## config.mk

```make
export PLATFORM = sky130hd
export DESIGN_NAME = ysyx_25060173_muldiv
export DESIGN_NICKNAME = d
export VERILOG_FILES = /design/src/rtl/ysyx_25060173_pkg.sv /design/src/rtl/ysyx_25060173_addsub.sv /design/src/rtl/ysyx_25060173_muldiv.sv
export SDC_FILE = /design/constraint.sdc
export NUM_CORES = 1
export LEC_CHECK = 0
export CORE_MARGIN = 3
export CORE_UTILIZATION = 62
export CTS_CLUSTER_DIAMETER = 60
export DETAILED_ROUTE_END_ITERATION = 6
export HOLD_SLACK_MARGIN = 0.05
export PLACE_DENSITY = 0.83
export SYNTH_ARGS = -nofsm -noshare
export SYNTH_HDL_FRONTEND = slang
export SYNTH_SLANG_ARGS = --single-unit
```

## constraint.sdc

```tcl
create_clock -name clk -period 11 [get_ports clk]
set_input_delay 1.1 -clock clk [delete_from_list [all_inputs] [get_ports clk]]
set_output_delay 1.1 -clock clk [all_outputs]
set_load 0.01 [all_outputs]
```

## src/rtl/ysyx_25060173_pkg.sv

```systemverilog
`default_nettype none
// ----------------------------------------------------------------------------
// ysyx_25060173_pkg : shared op encodings, FSM states and operand-sign helpers
// Rev 1.0
// ----------------------------------------------------------------------------
package ysyx_25060173_pkg;

  localparam logic [2:0] MD_MUL    = 3'd0;
  localparam logic [2:0] MD_MULH   = 3'd1;
  localparam logic [2:0] MD_MULHSU = 3'd2;
  localparam logic [2:0] MD_MULHU  = 3'd3;
  localparam logic [2:0] MD_DIV    = 3'd4;
  localparam logic [2:0] MD_DIVU   = 3'd5;
  localparam logic [2:0] MD_REM    = 3'd6;
  localparam logic [2:0] MD_REMU   = 3'd7;

  typedef enum logic [1:0] {
    ST_IDLE = 2'd0,
    ST_CALC = 2'd1,
    ST_DONE = 2'd2
  } md_state_e;

  function automatic logic src1_signed(input logic [2:0] op);
    return (op == MD_MUL) || (op == MD_MULH) || (op == MD_MULHSU) ||
           (op == MD_DIV) || (op == MD_REM);
  endfunction

  function automatic logic src2_signed(input logic [2:0] op);
    return (op == MD_MUL) || (op == MD_MULH) || (op == MD_DIV) || (op == MD_REM);
  endfunction

endpackage
`default_nettype wire

```

## src/rtl/ysyx_25060173_addsub.sv

```systemverilog
`default_nettype none
// ----------------------------------------------------------------------------
// ysyx_25060173_addsub : W-bit adder/subtractor; cout_o=1 on subtract means a>=b
// Rev 1.0
// ----------------------------------------------------------------------------
module ysyx_25060173_addsub #(
  parameter int W = 33
) (
  input  logic [W-1:0] a_i,
  input  logic [W-1:0] b_i,
  input  logic         sub_i,
  output logic [W-1:0] sum_o,
  output logic         cout_o
);

  logic [W-1:0] b_eff;

  assign b_eff = sub_i ? ~b_i : b_i;
  assign {cout_o, sum_o} = {1'b0, a_i} + {1'b0, b_eff} + {{W{1'b0}}, sub_i};

endmodule
`default_nettype wire

```

## src/rtl/ysyx_25060173_muldiv.sv

```systemverilog
`default_nettype none
// ----------------------------------------------------------------------------
// ysyx_25060173_muldiv : iterative RV M-extension unit (shift-add / restoring)
// Rev 1.0
// ----------------------------------------------------------------------------
module ysyx_25060173_muldiv
  import ysyx_25060173_pkg::*;
#(
  parameter int XLEN = 32
) (
  input  logic            clk,
  input  logic            rst_n,
  input  logic            in_valid,
  output logic            in_ready,
  input  logic [2:0]      op,
  input  logic [XLEN-1:0] src1,
  input  logic [XLEN-1:0] src2,
  input  logic            flush,
  output logic            out_valid,
  input  logic            out_ready,
  output logic [XLEN-1:0] result
);

  localparam int              CW      = $clog2(XLEN) + 1;
  localparam logic [CW-1:0]   C_LAST  = CW'(XLEN - 1);
  localparam logic [CW-1:0]   C_ONE   = CW'(1);
  localparam logic [XLEN-1:0] C_X1    = XLEN'(1);
  localparam logic [2*XLEN-1:0] C_P1  = (2*XLEN)'(1);
  localparam logic [XLEN-1:0] C_MIN   = {1'b1, {(XLEN-1){1'b0}}};

  md_state_e       state_q, state_d;
  logic [2:0]      op_q, op_d;
  logic [CW-1:0]   cnt_q, cnt_d;
  logic [XLEN-1:0] acc_q, acc_d;
  logic [XLEN-1:0] lo_q, lo_d;
  logic [XLEN-1:0] opa_q, opa_d;
  logic [XLEN-1:0] res_q, res_d;
  logic            neg_q, neg_d;

  // Accept-time operand decode: magnitudes, result sign, special cases
  logic            s1_neg, s2_neg;
  logic [XLEN-1:0] mag1, mag2;
  logic            div_zero, div_ovf;

  assign s1_neg   = src1_signed(op) & src1[XLEN-1];
  assign s2_neg   = src2_signed(op) & src2[XLEN-1];
  assign mag1     = s1_neg ? (~src1 + C_X1) : src1;
  assign mag2     = s2_neg ? (~src2 + C_X1) : src2;
  assign div_zero = op[2] & (src2 == '0);
  assign div_ovf  = op[2] & ~op[0] & (src1 == C_MIN) & (src2 == '1);

  // One radix-2 step: acc/lo form the product pair or the remainder/quotient pair
  logic [XLEN:0]   shifted, as_a, as_b, as_sum, mul_nxt;
  logic            as_cout;
  logic [XLEN-1:0] iter_acc, iter_lo;

  assign shifted = {acc_q, lo_q[XLEN-1]};
  assign as_a    = op_q[2] ? shifted : {1'b0, acc_q};
  assign as_b    = {1'b0, opa_q};

  ysyx_25060173_addsub #(
    .W (XLEN + 1)
  ) u_addsub (
    .a_i    (as_a),
    .b_i    (as_b),
    .sub_i  (op_q[2]),
    .sum_o  (as_sum),
    .cout_o (as_cout)
  );

  assign mul_nxt  = lo_q[0] ? as_sum : {1'b0, acc_q};
  assign iter_acc = op_q[2] ? (as_cout ? as_sum[XLEN-1:0] : shifted[XLEN-1:0])
                            : mul_nxt[XLEN:1];
  assign iter_lo  = op_q[2] ? {lo_q[XLEN-2:0], as_cout}
                            : {mul_nxt[0], lo_q[XLEN-1:1]};

  logic [2*XLEN-1:0] prod, prod_s;
  logic [XLEN-1:0]   dv_sel, dv_s, fin;

  assign prod   = {iter_acc, iter_lo};
  assign prod_s = neg_q ? (~prod + C_P1) : prod;
  assign dv_sel = op_q[1] ? iter_acc : iter_lo;
  assign dv_s   = neg_q ? (~dv_sel + C_X1) : dv_sel;
  assign fin    = op_q[2]           ? dv_s :
                  (op_q == MD_MUL)  ? prod_s[XLEN-1:0] : prod_s[2*XLEN-1:XLEN];

  always_comb begin
    state_d = state_q;
    op_d    = op_q;
    cnt_d   = cnt_q;
    acc_d   = acc_q;
    lo_d    = lo_q;
    opa_d   = opa_q;
    neg_d   = neg_q;
    res_d   = res_q;
    if (flush) begin
      state_d = ST_IDLE;
      cnt_d   = '0;
      res_d   = '0;
    end else begin
      case (state_q)
        ST_IDLE: begin
          if (in_valid) begin
            op_d  = op;
            cnt_d = '0;
            acc_d = '0;
            neg_d = (op == MD_REM) ? s1_neg : (s1_neg ^ s2_neg);
            lo_d  = op[2] ? mag1 : mag2;
            opa_d = op[2] ? mag2 : mag1;
            if (div_zero) begin
              state_d = ST_DONE;
              res_d   = op[1] ? src1 : '1;
            end else if (div_ovf) begin
              state_d = ST_DONE;
              res_d   = op[1] ? '0 : src1;
            end else begin
              state_d = ST_CALC;
            end
          end
        end
        ST_CALC: begin
          acc_d = iter_acc;
          lo_d  = iter_lo;
          if (cnt_q == C_LAST) begin
            cnt_d   = '0;
            state_d = ST_DONE;
            res_d   = fin;
          end else begin
            cnt_d = cnt_q + C_ONE;
          end
        end
        ST_DONE: begin
          if (out_ready) state_d = ST_IDLE;
        end
        default: state_d = ST_IDLE;
      endcase
    end
  end

  always_ff @(posedge clk or negedge rst_n) begin
    if (!rst_n) begin
      state_q <= ST_IDLE;
      op_q    <= '0;
      cnt_q   <= '0;
      acc_q   <= '0;
      lo_q    <= '0;
      opa_q   <= '0;
      neg_q   <= 1'b0;
      res_q   <= '0;
    end else begin
      state_q <= state_d;
      op_q    <= op_d;
      cnt_q   <= cnt_d;
      acc_q   <= acc_d;
      lo_q    <= lo_d;
      opa_q   <= opa_d;
      neg_q   <= neg_d;
      res_q   <= res_d;
    end
  end

  assign in_ready  = (state_q == ST_IDLE);
  assign out_valid = (state_q == ST_DONE);
  assign result    = res_q;

endmodule
`default_nettype wire

```

==> flow_metrics.py <==
metrics = {
    "outcome": {
        "status": "completed",
    },
    "die": {
        "io_pins": 106,
        "die_height_um": 166.1,
        "rows": 57,
        "start_util": 0.6420,
        "die_area_um2": 27580,
        "fp.dieW_um": 166.1,
        "coreArea_um2": 24750,
    },
    "clocking": {
        "cts_buffers": 17,
        "clkTransAtPathRegs_ps": 80,
        "cts.path.max_buffers": 2,
        "htreeDepth": 4,
        "post-cts-setup-buffers": 0,
        "ctsResizeCount": 0,
        "clkLatencyLatePin_ps": 460,
        "cts-root-buf": "clkbuf_16",
        "tritoncts": "done",
        "postCtsHoldBufs": 0,
        "cts.sinks": 140,
    },
    "sta": {
        "fin_skew_ps": 21.53,
        "finalSetupViolCount": 0,
        "max_slew.worst_pin.slew_ps": 1264,
        "layout_min_cycle_time_ps": 7636,
        "fin_ws_ps": 3364,
        "max_freq_mhz": 131.0,
        "slew_violations": 0,
        "slew-limit-headroom": 0.1576,
        "hold_violations": 0,
        "period_share": 0.6941,
        "final.setup.tns_ps": 0,
        "rsz0062_at_grt": "no",
    },
    "routing": {
        "first_pass_iters": 6,
        "vias_per_cell": 7.267,
        "wl_um": 65680,
        "routedWlPerCell_um": 25.98,
        "drtIter0Drc": 3061,
        "drc": 0,
        "vias": 18372,
        "ant_nets": 0,
    },
    "global_route": {
        "antenna_found_initial": 2,
        "grt_max_degree": 121,
        "overflow": 0,
        "grt_pass1_vias": 16559,
        "grt_pass1_wl_um": 97910,
        "track_usage": 0.4525,
    },
    "placed_design": {
        "port_buffers": 105,
        "place_congestion": 1.020,
        "dp_slack_ps": 3626,
        "place_area_um2": 17010,
        "dp_hpwl_um": 49230,
    },
    "pwr": {
        "vdd_drop_max_mv": 0.1672,
        "power_density_nw_per_um2": 296.9,
        "total_power_uw": 5225,
        "power_leakage_uw": 0.006913,
    },
    "synthesis": {
        "avgSynthCellArea_um2": 7.275,
        "synth_ff_type": "dfrtp_1",
        "ys_seq_elements": 140,
        "synth.yosys.seq_area_share": 0.2205,
        "ys_warn_count": 0,
        "synth.net_count": 2294,
        "synth_top_cell_area_share": 0.2205,
        "synth_area_leaders": "dfrtp_1, o21ai_0, nand2_1",
        "syn-cell-area_um2": 15890,
        "yosys.cell_types.count": 97,
        "syn_inst": 2184,
        "async_flop_share": 1.000,
        "synth-edff-count": 0,
        "yosysTopAreaCell": "dfrtp_1",
    },
    "setup_path": {
        "cp_common_cell": "a222oi_1",
        "ff2ff_path_depth": 15,
        "reg2reg_to": "result[30]",
        "r2r_slack_ps": 3360,
        "path_delay_family": "compound AO/OA/AOI/OAI gates",
        "max_stage_delay_ps": 1070,
        "arrival_ps": 7930,
        "path_cells": "buf_4, xor2_1, ha_1, a21oi_1, o21ai_0, and4_1, nor3_2, a222oi_1, nand4_1, o22ai_1, nand4b_1, o41ai_1, xnor2_1, a222oi_1, o211ai_1",
        "cp.required_ps": 11290,
        "criticalPathCategory": "reg -> reg",
        "r2r_start": "op_q[2]",
        "crit_path_end_kind": "flop",
        "critical_path.startpoint": "op_q[2]",
        "start_kind": "flop",
        "path_max_fanout": 81,
        "critPathBufInv": 1,
        "cp_slowest_cell": "dfrtp_4",
        "critical_path_depth": 15,
        "worstSetupEndpoint": "result[30]",
    },
    "finish": {
        "antenna_cells": 0,
        "final_area_um2": 17600,
        "drive_above_1_share": 0.07532,
        "utilization": 0.7112,
        "area_growth_pct": 10.78,
        "nets": 2301,
    },
    "worst_hold_path": {
        "hold_path.class": "reg -> reg",
    },
    "flow_run": {
        "max_cap_violations": 0,
    },
}
==> placed cells by master, fill, tap and decap left out, types with 18 or more instances in the layout <==
| cell | n |
|---|---|
| a211oi_1 | 33 |
| a21oi_1 | 191 |
| a31oi_1 | 33 |
| and3_1 | 25 |
| buf_4 | 30 |
| clkdlybuf4s50_1 | 103 |
| dfrtp_1 | 137 |
| ha_1 | 37 |
| inv_1 | 48 |
| mux2_2 | 44 |
| mux2i_1 | 56 |
| nand2_1 | 287 |
| nand3_1 | 45 |
| nand4_1 | 27 |
| nor2_1 | 188 |
| nor3_1 | 62 |
| nor4_1 | 24 |
| o211ai_1 | 28 |
| o21ai_0 | 246 |
| o22ai_1 | 18 |
| o31ai_1 | 27 |
| xnor2_1 | 88 |
| xor2_1 | 90 |
==> per-layer routing <==
metal  share of wire  wire length [µm]  vias up  track usage
li1                -                 -     8077            -
met1            0.37             24180     8562       0.5767
met2            0.41             27000     1405       0.6502
met3            0.14              9436      324       0.1731
met4           0.077              5036        4       0.2720
met5         0.00035                23        -            0
==> sequential cells by signal, summed over array words and instances, names as in the netlist <==
signal / count
acc_q: 32
lo_q: 32
opa_q: 32
result: 32
cnt_q: 6
op_q: 3
state_q: 2
neg_q: 1
==> worst register-to-register path, cell delays in order, from the launching register on <==
cell	delay [ps]
dfrtp_4	1070
buf_4	870
xor2_1	180
ha_1	460
a21oi_1	130
o21ai_0	920
and4_1	530
nor3_2	240
a222oi_1	950
nand4_1	470
o22ai_1	340
nand4b_1	360
o41ai_1	490
xnor2_1	120
a222oi_1	220
o211ai_1	120
==> worst min-delay path by stage <==
stage | cells after the start | end | slack (ps) | from
2_1_floorplan | 1 | cnt_q[2] | 460 | cnt_q[2]
3_3_place_gp | 2 | result[24] | 450 | result[24]
3_5_place_dp | 2 | result[11] | 470 | result[11]
4_1_cts | 2 | result[11] | 490 | result[11]
5_1_grt | 1 | result[3] | 530 | result[3]
6_report | 2 | result[11] | 490 | result[11]
==> per-stage QoR <==
step,hold WS (ps),cells
global route,525.2,2528
global placement,454.4,2496
finish,492.1,2528
floorplan,463.7,2184
detailed placement,473.7,2496
CTS,490.7,2528
==> where the power goes <==
group / switching, µW / internal (µW)
logic: 2420 / 1280
clock network: 286 / 327
registers: 251 / 662
==> cell usage after synthesis (all sizes together) (23+ instances only) <==
| library cell | instances |
|---|---|
| nand2 | 288 |
| o21ai | 252 |
| a21oi | 197 |
| nor2 | 189 |
| dfrtp | 140 |
| clkbuf | 102 |
| xor2 | 90 |
| xnor2 | 88 |
| nor3 | 65 |
| mux2i | 56 |
| inv | 49 |
| nand3 | 48 |
| buf | 44 |
| mux2 | 44 |
| ha | 37 |
| a211oi | 33 |
| a31oi | 33 |
| o211ai | 29 |
| o31ai | 29 |
| nand4 | 27 |
| nor4 | 26 |
| and3 | 25 |
| a221oi | 23 |
==> cell families after synthesis <==
| group | count (synthesis) | synth area share |
|---|---|---|
| AND/OR/NAND/NOR | 775 | 0.2311 |
| AO/OA/AOI/OAI | 755 | 0.3041 |
| buffers and inverters | 196 | 0.04804 |
| XOR/XNOR | 178 | 0.09813 |
| flip-flops | 140 | 0.2205 |
| multiplexers | 100 | 0.06647 |
| adder cells (fa/ha/maj) | 40 | 0.03166 |
==> area by class of cell <==
| class | instances | area, µm² |
|---|---|---|
| clock inverter | 14 | 148.9 |
| sequential | 140 | 3510 |
| fill | 2050 | 7147 |
| multi-input combinational | 1848 | 11640 |
| clock buffer | 18 | 439.2 |
| inverter | 50 | 187.7 |
| timing repair buffer | 134 | 1267 |
| tap | 324 | 405.4 |
Power figures use the tool's default switching activity.
